--- src/rtl/vm_pkg.sv ---
// Shared types and coin tables for the multi-product vending machine.
// Coin bit order is fixed: 1, 2, 5, 10, 20, 50 units.
package vm_pkg;

  localparam int N_COINS = 6;

  localparam int C1  = 0;
  localparam int C2  = 1;
  localparam int C5  = 2;
  localparam int C10 = 3;
  localparam int C20 = 4;
  localparam int C50 = 5;

  localparam int COIN_VAL [N_COINS] = '{1, 2, 5, 10, 20, 50};

  typedef enum logic [1:0] {
    IDLE,
    VEND,
    CHANGE
  } state_e;

  // Anything that is not exactly one coin is worth nothing.
  function automatic int coin_value(input logic [N_COINS-1:0] oh);
    int v;
    v = 0;
    if ($onehot(oh)) begin
      for (int i = 0; i < N_COINS; i++) begin
        if (oh[i]) v = COIN_VAL[i];
      end
    end
    return v;
  endfunction

endpackage

--- src/rtl/vending_machine_multi_change.sv ---
// Greedy change dispenser: one coin per enabled cycle.
// done_o flags the cycle whose coin empties the remainder.
module change_dispenser
  import vm_pkg::*;
#(
  parameter int CREDIT_W = 8
) (
  input  logic                clk,
  input  logic                rst,
  input  logic                load_i,
  input  logic [CREDIT_W-1:0] amount_i,
  input  logic                en_i,
  output logic [N_COINS-1:0]  coin_o,
  output logic                done_o
);

  logic [CREDIT_W-1:0] rem_q;
  logic [CREDIT_W-1:0] rem_d;
  logic [CREDIT_W-1:0] val;
  logic [N_COINS-1:0]  pick;

  always_comb begin
    logic found;
    found = 1'b0;
    pick  = '0;
    for (int i = N_COINS - 1; i >= 0; i--) begin
      if (!found && rem_q >= CREDIT_W'(COIN_VAL[i])) begin
        pick[i] = 1'b1;
        found   = 1'b1;
      end
    end
  end

  assign val    = CREDIT_W'(coin_value(pick));
  assign coin_o = en_i ? pick : '0;
  assign done_o = en_i && (rem_q == val);

  always_comb begin
    rem_d = rem_q;
    if (load_i)    rem_d = amount_i;
    else if (en_i) rem_d = rem_q - val;
  end

  always_ff @(posedge clk or posedge rst) begin
    if (rst) rem_q <= '0;
    else     rem_q <= rem_d;
  end

endmodule

--- src/rtl/vending_machine_multi.sv ---
// Multi-product vending FSM with edge-detected coins,
// overflow rejection, cancel/refund and greedy change.
module vending_machine_multi
  import vm_pkg::*;
#(
  parameter int N_PROD   = 4,
  parameter int CREDIT_W = 8,
  parameter logic [N_PROD*CREDIT_W-1:0] PRICES =
    {8'd40, 8'd25, 8'd15, 8'd50},
  parameter int MAX_CREDIT = 200,
  localparam int SEL_W = (N_PROD > 1) ? $clog2(N_PROD) : 1
) (
  input  logic                clk,
  input  logic                rst,
  input  logic [N_COINS-1:0]  coin_in,
  input  logic [SEL_W-1:0]    sel,
  input  logic                buy,
  input  logic                cancel,
  output logic                drink,
  output logic [SEL_W-1:0]    prod,
  output logic [N_COINS-1:0]  coin_out,
  output logic [N_COINS-1:0]  coin_rej,
  output logic [CREDIT_W-1:0] credit,
  output logic                busy
);

  state_e               state_q, state_d;
  logic [CREDIT_W-1:0]  credit_q, credit_d;
  logic [SEL_W-1:0]     prod_q, prod_d;
  logic [N_COINS-1:0]   rej_q, rej_d;
  logic [N_COINS-1:0]   coin_q;
  logic                 buy_q, cancel_q;

  logic [N_COINS-1:0]   coin_edge;
  logic                 buy_edge, cancel_edge;
  logic [CREDIT_W-1:0]  cval;
  logic [CREDIT_W:0]    sum;
  logic                 sel_ok;
  logic [CREDIT_W-1:0]  price_sel, price_prod, amt;
  logic                 load;
  logic [CREDIT_W-1:0]  load_amt;
  logic                 disp_done;
  logic [CREDIT_W-1:0]  price_tbl [N_PROD];

  // Entry 0 is the leftmost field of the packed table.
  always_comb begin
    for (int i = 0; i < N_PROD; i++) begin
      price_tbl[i] = PRICES[(N_PROD-1-i)*CREDIT_W +: CREDIT_W];
    end
  end

  assign coin_edge   = coin_in & ~coin_q;
  assign buy_edge    = buy & ~buy_q;
  assign cancel_edge = cancel & ~cancel_q;
  assign cval        = CREDIT_W'(coin_value(coin_edge));
  assign sum         = {1'b0, credit_q} + {1'b0, cval};
  assign sel_ok      = int'(sel) < N_PROD;
  assign price_sel   = sel_ok ? price_tbl[sel] : '0;
  assign price_prod  = price_tbl[prod_q];
  assign amt         = credit_q - price_prod;

  always_comb begin
    state_d  = state_q;
    credit_d = credit_q;
    prod_d   = prod_q;
    rej_d    = '0;
    load     = 1'b0;
    load_amt = '0;
    unique case (state_q)
      IDLE: begin
        if (cancel_edge && credit_q != '0) begin
          state_d  = CHANGE;
          load     = 1'b1;
          load_amt = credit_q;
          credit_d = '0;
          rej_d    = coin_edge;
        end else if (buy_edge && sel_ok &&
                     credit_q >= price_sel) begin
          state_d = VEND;
          prod_d  = sel;
          rej_d   = coin_edge;
        end else if (coin_edge != '0) begin
          if (cval != '0 &&
              sum <= (CREDIT_W+1)'(MAX_CREDIT)) begin
            credit_d = sum[CREDIT_W-1:0];
          end else begin
            rej_d = coin_edge;
          end
        end
      end
      VEND: begin
        load     = 1'b1;
        load_amt = amt;
        credit_d = '0;
        state_d  = (amt != '0) ? CHANGE : IDLE;
        rej_d    = coin_edge;
      end
      CHANGE: begin
        rej_d = coin_edge;
        if (disp_done) state_d = IDLE;
      end
      default: state_d = IDLE;
    endcase
  end

  always_ff @(posedge clk or posedge rst) begin
    if (rst) begin
      state_q  <= IDLE;
      credit_q <= '0;
      prod_q   <= '0;
      rej_q    <= '0;
      coin_q   <= '0;
      buy_q    <= 1'b0;
      cancel_q <= 1'b0;
    end else begin
      state_q  <= state_d;
      credit_q <= credit_d;
      prod_q   <= prod_d;
      rej_q    <= rej_d;
      coin_q   <= coin_in;
      buy_q    <= buy;
      cancel_q <= cancel;
    end
  end

  change_dispenser #(
    .CREDIT_W(CREDIT_W)
  ) u_disp (
    .clk     (clk),
    .rst     (rst),
    .load_i  (load),
    .amount_i(load_amt),
    .en_i    (state_q == CHANGE),
    .coin_o  (coin_out),
    .done_o  (disp_done)
  );

  assign drink    = (state_q == VEND);
  assign prod     = drink ? prod_q : '0;
  assign busy     = (state_q != IDLE);
  assign coin_rej = rej_q;
  assign credit   = credit_q;

endmodule

--- config.mk ---
export PLATFORM = sky130hd
export DESIGN_NAME = vending_machine_multi
export DESIGN_NICKNAME = d
export VERILOG_FILES = /design/src/rtl/vm_pkg.sv /design/src/rtl/vending_machine_multi_change.sv /design/src/rtl/vending_machine_multi.sv
export SDC_FILE = /design/constraint.sdc
export NUM_CORES = 1
export LEC_CHECK = 0
export ABC_AREA = 1
export BUFFER_PORTS_ARGS = -buffer_cell sky130_fd_sc_hd__buf_2
export CELL_PAD_IN_SITES_DETAIL_PLACEMENT = 0
export CELL_PAD_IN_SITES_GLOBAL_PLACEMENT = 1
export CORE_MARGIN = 3
export CORE_UTILIZATION = 44
export CTS_CLUSTER_SIZE = 8
export DETAILED_ROUTE_END_ITERATION = 16
export PLACE_DENSITY = 0.92
export SETUP_SLACK_MARGIN = 0.15
export SLEW_MARGIN = 25
export SYNTH_ARGS = -nofsm -noshare
export SYNTH_HDL_FRONTEND = slang
export SYNTH_HIERARCHICAL = 1
export SYNTH_SLANG_ARGS = --single-unit
--- constraint.sdc ---
create_clock -name clk -period 6.1 [get_ports clk]
set_input_delay 0.915 -clock clk [delete_from_list [all_inputs] [get_ports clk]]
set_output_delay 0.915 -clock clk [all_outputs]
set_load 0.05 [all_outputs]
# Word level (Yosys, flattened, before mapping)
# Index checks and enable logic that the tools add are counted.
# W data, S select, Z words.
# word_totals
reg_bits	34
input_bits	12
word_cells	129
# op_classes
n_addsub	13
magnitude_cmp	10
eq_ne	10
muxes	53
n_bitwise	9
reduce_logical	26
# ops
operator	n
$mux W8	17
$mux W6	6
$bmux W8 S2	2
$pmux W8 S2	2
$reduce_bool A8 Y1	3
$sub A8 B8 Y8	2
$mux W2	7
$mux W1	13
$add A1 B1 Y2	6
$ne A3 B3 Y1 const B	4
$pmux W6 S2	1
$add A8 B8 Y9	1
$le A9 B8 Y1 const B	1
$logic_and A1 B1 Y1	9
$eq A8 B8 Y1	1
$ge A8 B1 Y1 const B	1
$ge A8 B2 Y1 const B	1
$ge A8 B3 Y1 const B	1
$ge A8 B4 Y1 const B	1
$ge A8 B5 Y1 const B	1
$ge A8 B6 Y1 const B	1
$ge A8 B8 Y1	1
$add A3 B3 Y3	2
$and A6 B6 Y6	1
other kinds (24)	36

# Depth between registers and ports, before layout
# logic_depth
ltp_word	28
depth_mapped	30
depth_no_buf	30

# Modules after synthesis
# Netlist, hierarchy kept.
# modules_own_cells
mod	n_inst	cells_each	area_per_inst_um2
vending_machine_multi	1	342	2443.6
change_dispenser	1	147	1011.0

# Least setup slack after synthesis
# No wires, ideal clock.
# synth_timing
kind	input to register
startpoint	in coin_in[1]
endpoint	reg credit_q[1] (netlist: credit[1])
setup_time_ps	120
t_arrival_ps	4741
setup_slack_ps	1239
cell_stages	28
path_cell_list	inv_1 > or2_4 > inv_1 > fa_1 > inv_1 > fa_1 > inv_1 > ha_1 > fa_1 > nor2_1 > nand2_1 > nor2_1 > nand2_1 > inv_1 > ha_1 > inv_1 > fa_1 > inv_1 > nor2_1 > nand2_1 > nand3_1 > nand3_2 > nand2_2 > nand2_4 > o21ai_4 > nand2_4 > nand2_1 > nand2_1
# synth_between
elab_chain_len	13
word_cells_on_any_way	24
# synth_lines
element	line	rtl
start, declared	vending_machine_multi.sv:15	input logic [N_COINS-1:0] coin_in,
$and A6 B6 Y6 (*)	vending_machine_multi.sv:52	assign coin_edge = coin_in & ~coin_q;
parallel branches: the longest is 12 deep, another holds $add A8 B8 Y9	n/a	
end signal, assigned	vending_machine_multi.sv:117	credit_q <= credit_d;
end, declared	vending_machine_multi.sv:28	logic [CREDIT_W-1:0] credit_q, credit_d;
# Every way passes the cells marked *. The select of a mux whose other input is x is not followed.
# A chain may end at the register's enable or synchronous reset.

# Worst setup path in the final report
# layout_timing
startpoint	in coin_in[1]
endpoint	reg credit_q[2] (netlist: credit[2])
# Same word-level chain as after synthesis.

==> run metrics <==
outcome=completed; final hold violations=0; die area=8950 µm²; post-synth top area share=~25%; leading post-synthesis cells by cell area=dfrtp_1 25%, ha_1 13%, nand2_1 13%; slew margin rel.=between 40 and 50%; final core occ=about half; # DRC=0; nets@finish=586; Data arrival, critical path=5150 ps; DR vias=3161; fill count=763; TritonRoute pass-1 iters=6; Ant. Diodes=0; Die Height=94.6 µm; register bit total from synthesis=34; required time worst endpoint=6280 ps; EDFF count, synth=0; most frequent CP cell=inv_1; Synth async-reset ratio=100%; port bufs=35; Core Region=between 7000 and 8000 µm²; post-synthesis cell type count=39; Root Buffer=clkbuf_8; CP max FO=9; gr usage total=approximately a fifth; slew at the pin with the worst max-slew slack=755 ps; worst hold path class=reg -> reg; Num CTS Buffers=5; drt total wl=approximately 8000 µm; CP peak stage delay=roughly 500 ps; Initial DRC Count=just under 100; antenna violations before repair=0; fmax=0.201 GHz; top_reg_cell synth=dfrtp_1; Ys Warns=6; routability congestion estimate=0.856; sequential area share after synthesis=24.6%; Overflow after GRT=0; Cell Area, Synth=3450 µm²; Synth area leader=dfrtp_1; synth cell count leaders=118 x nand2_1, 87 x inv_1, 38 x nand3_1; highest-delay cell along the critical path=fa_1; CTS tree=done; die width=roughly 95 µm; clock slew at reported path FFs=about 80 ps; global-route wire length before repair=13700 µm; Final Max Tran Viols=0; Final setup viols=0; share of layout cells above drive strength 1=19.1%; worst skew pair latency=290 ps; wire per inst=12.7 µm; worst reg2reg setup slack=~1500 ps; Max-Cap Viols=0; Initial Util=46.4%; clk_skew=5.87 ps; Num Clock Sinks=34; Via density=5.03; Synth Instances=~490; P&R area growth vs syn=10.9%; Mapped Nets=547; largest net degree at the start of global routing=27; Setup crit end kind=flip-flop; setup TNS=0 ps; critical path class=in -> reg; H-Tree Depth=2; Tcrit/Tclk final=between 80 and 90%; most frequent cell after synthesis=nand2_1; cts repair resizes=0; FP Rows=31; clk buf depth=2; CP startpoint kind=input port; detailed placement HPWL=approximately 6500 µm; I/O pin count=36; Mean Syn Cell Area=between 7 and 8 µm²; Tmin final=4960 ps; RSZ-0062 raised after global routing=no; antenna-violating nets left=0; hold_buf cts=0; # Post-CTS Setup Buffers=0; number of global-route vias before repair=just over 3000
==> metrics by stage <==
stage                     area, µm²  setup slack (ps)  instances  hold WS [ps]
after floorplan                3450              1240        489           483
after global placement         3730               955        620           503
after detailed placement       3730               814        620           500
after CTS                      3830              1110        628           512
after global routing           3830               730        628           540
final                          3830              1140        628           510
==> flip-flops by register name, summed over array words and instances, names as in the netlist <==
name,count
cancel_q,1
credit,8
state_q,2
buy_q,1
coin_q,6
coin_rej,6
u_disp/rem_q,8
prod_q,2
==> final timing paths <==
| check | from | end | cells after the start |
|---|---|---|---|
| max | coin_in[1] | credit[2] | 29 |
| min | coin_q[4] | coin_rej[4] | 3 |
| max reg2reg | coin_q[1] | credit[2] | 27 |
| min reg2reg | coin_q[4] | coin_rej[4] | 3 |
| max in group asynchronous | rst | cancel_q | 2 |
| min in group asynchronous | rst | u_disp/rem_q[5] | 2 |
==> cell families (layout without fill, tap and decap cells) <==
kind of cell | after synthesis | count (layout) | share of synthesized area, %
AO/OA/AOI/OAI | 50 | 50 | 9.38
XOR/XNOR | 8 | 8 | 2.03
adder cells (fa/ha/maj) | 46 | 46 | 18.6
buffers and inverters | 106 | 146 | 11.8
flip-flops | 34 | 34 | 24.6
AND/OR/NAND/NOR | 245 | 245 | 33.5
==> layout make-up <==
class / instances / area (µm²) / area share [%]
Sequential cell: 34 / 851 / 22.2
Clock buffer: 6 / 82.6 / 2.16
Multi-Input combinational cell: 349 / 2200 / 57.3
Tap cell: 99 / 124 / 3.23
Clock inverter: 2 / 16.3 / 0.425
Inverter: 103 / 387 / 10.1
Timing Repair Buffer: 35 / 175 / 4.57
==> layer usage <==
metal / up-vias / track usage [%] / routed length, µm
met1: 1495 / 25.3 / 3700
met5: - / 0 / 0
met4: 0 / 5.29 / 123
li1: 1617 / - / -
met3: 10 / 2.55 / 214
met2: 39 / 32.6 / 3950
==> worst max-delay path, delay by kind of cell <==
| kind | cells | cell delay, ps |
|---|---|---|
| AND/OR/NAND/NOR | 14 | 1240 |
| AO/OA/AOI/OAI | 1 | 250 |
| buffers and inverters | 8 | 450 |
| adder cells (fa/ha/maj) | 6 | 2260 |
==> cells in the final DEF (no fill, tap or decap), types with 16 or more instances in the layout <==
master	instances
inv_1	86
nor2_1	36
nand3_1	38
ha_1	37
nand2_1	118
a21oi_1	16
nand2_2	16
buf_2	35
dfrtp_1	34
inv_2	16
Power is left out: the tool's default activity adds up to more than one toggle a clock period on the data nets, which glitch-free logic cannot reach.
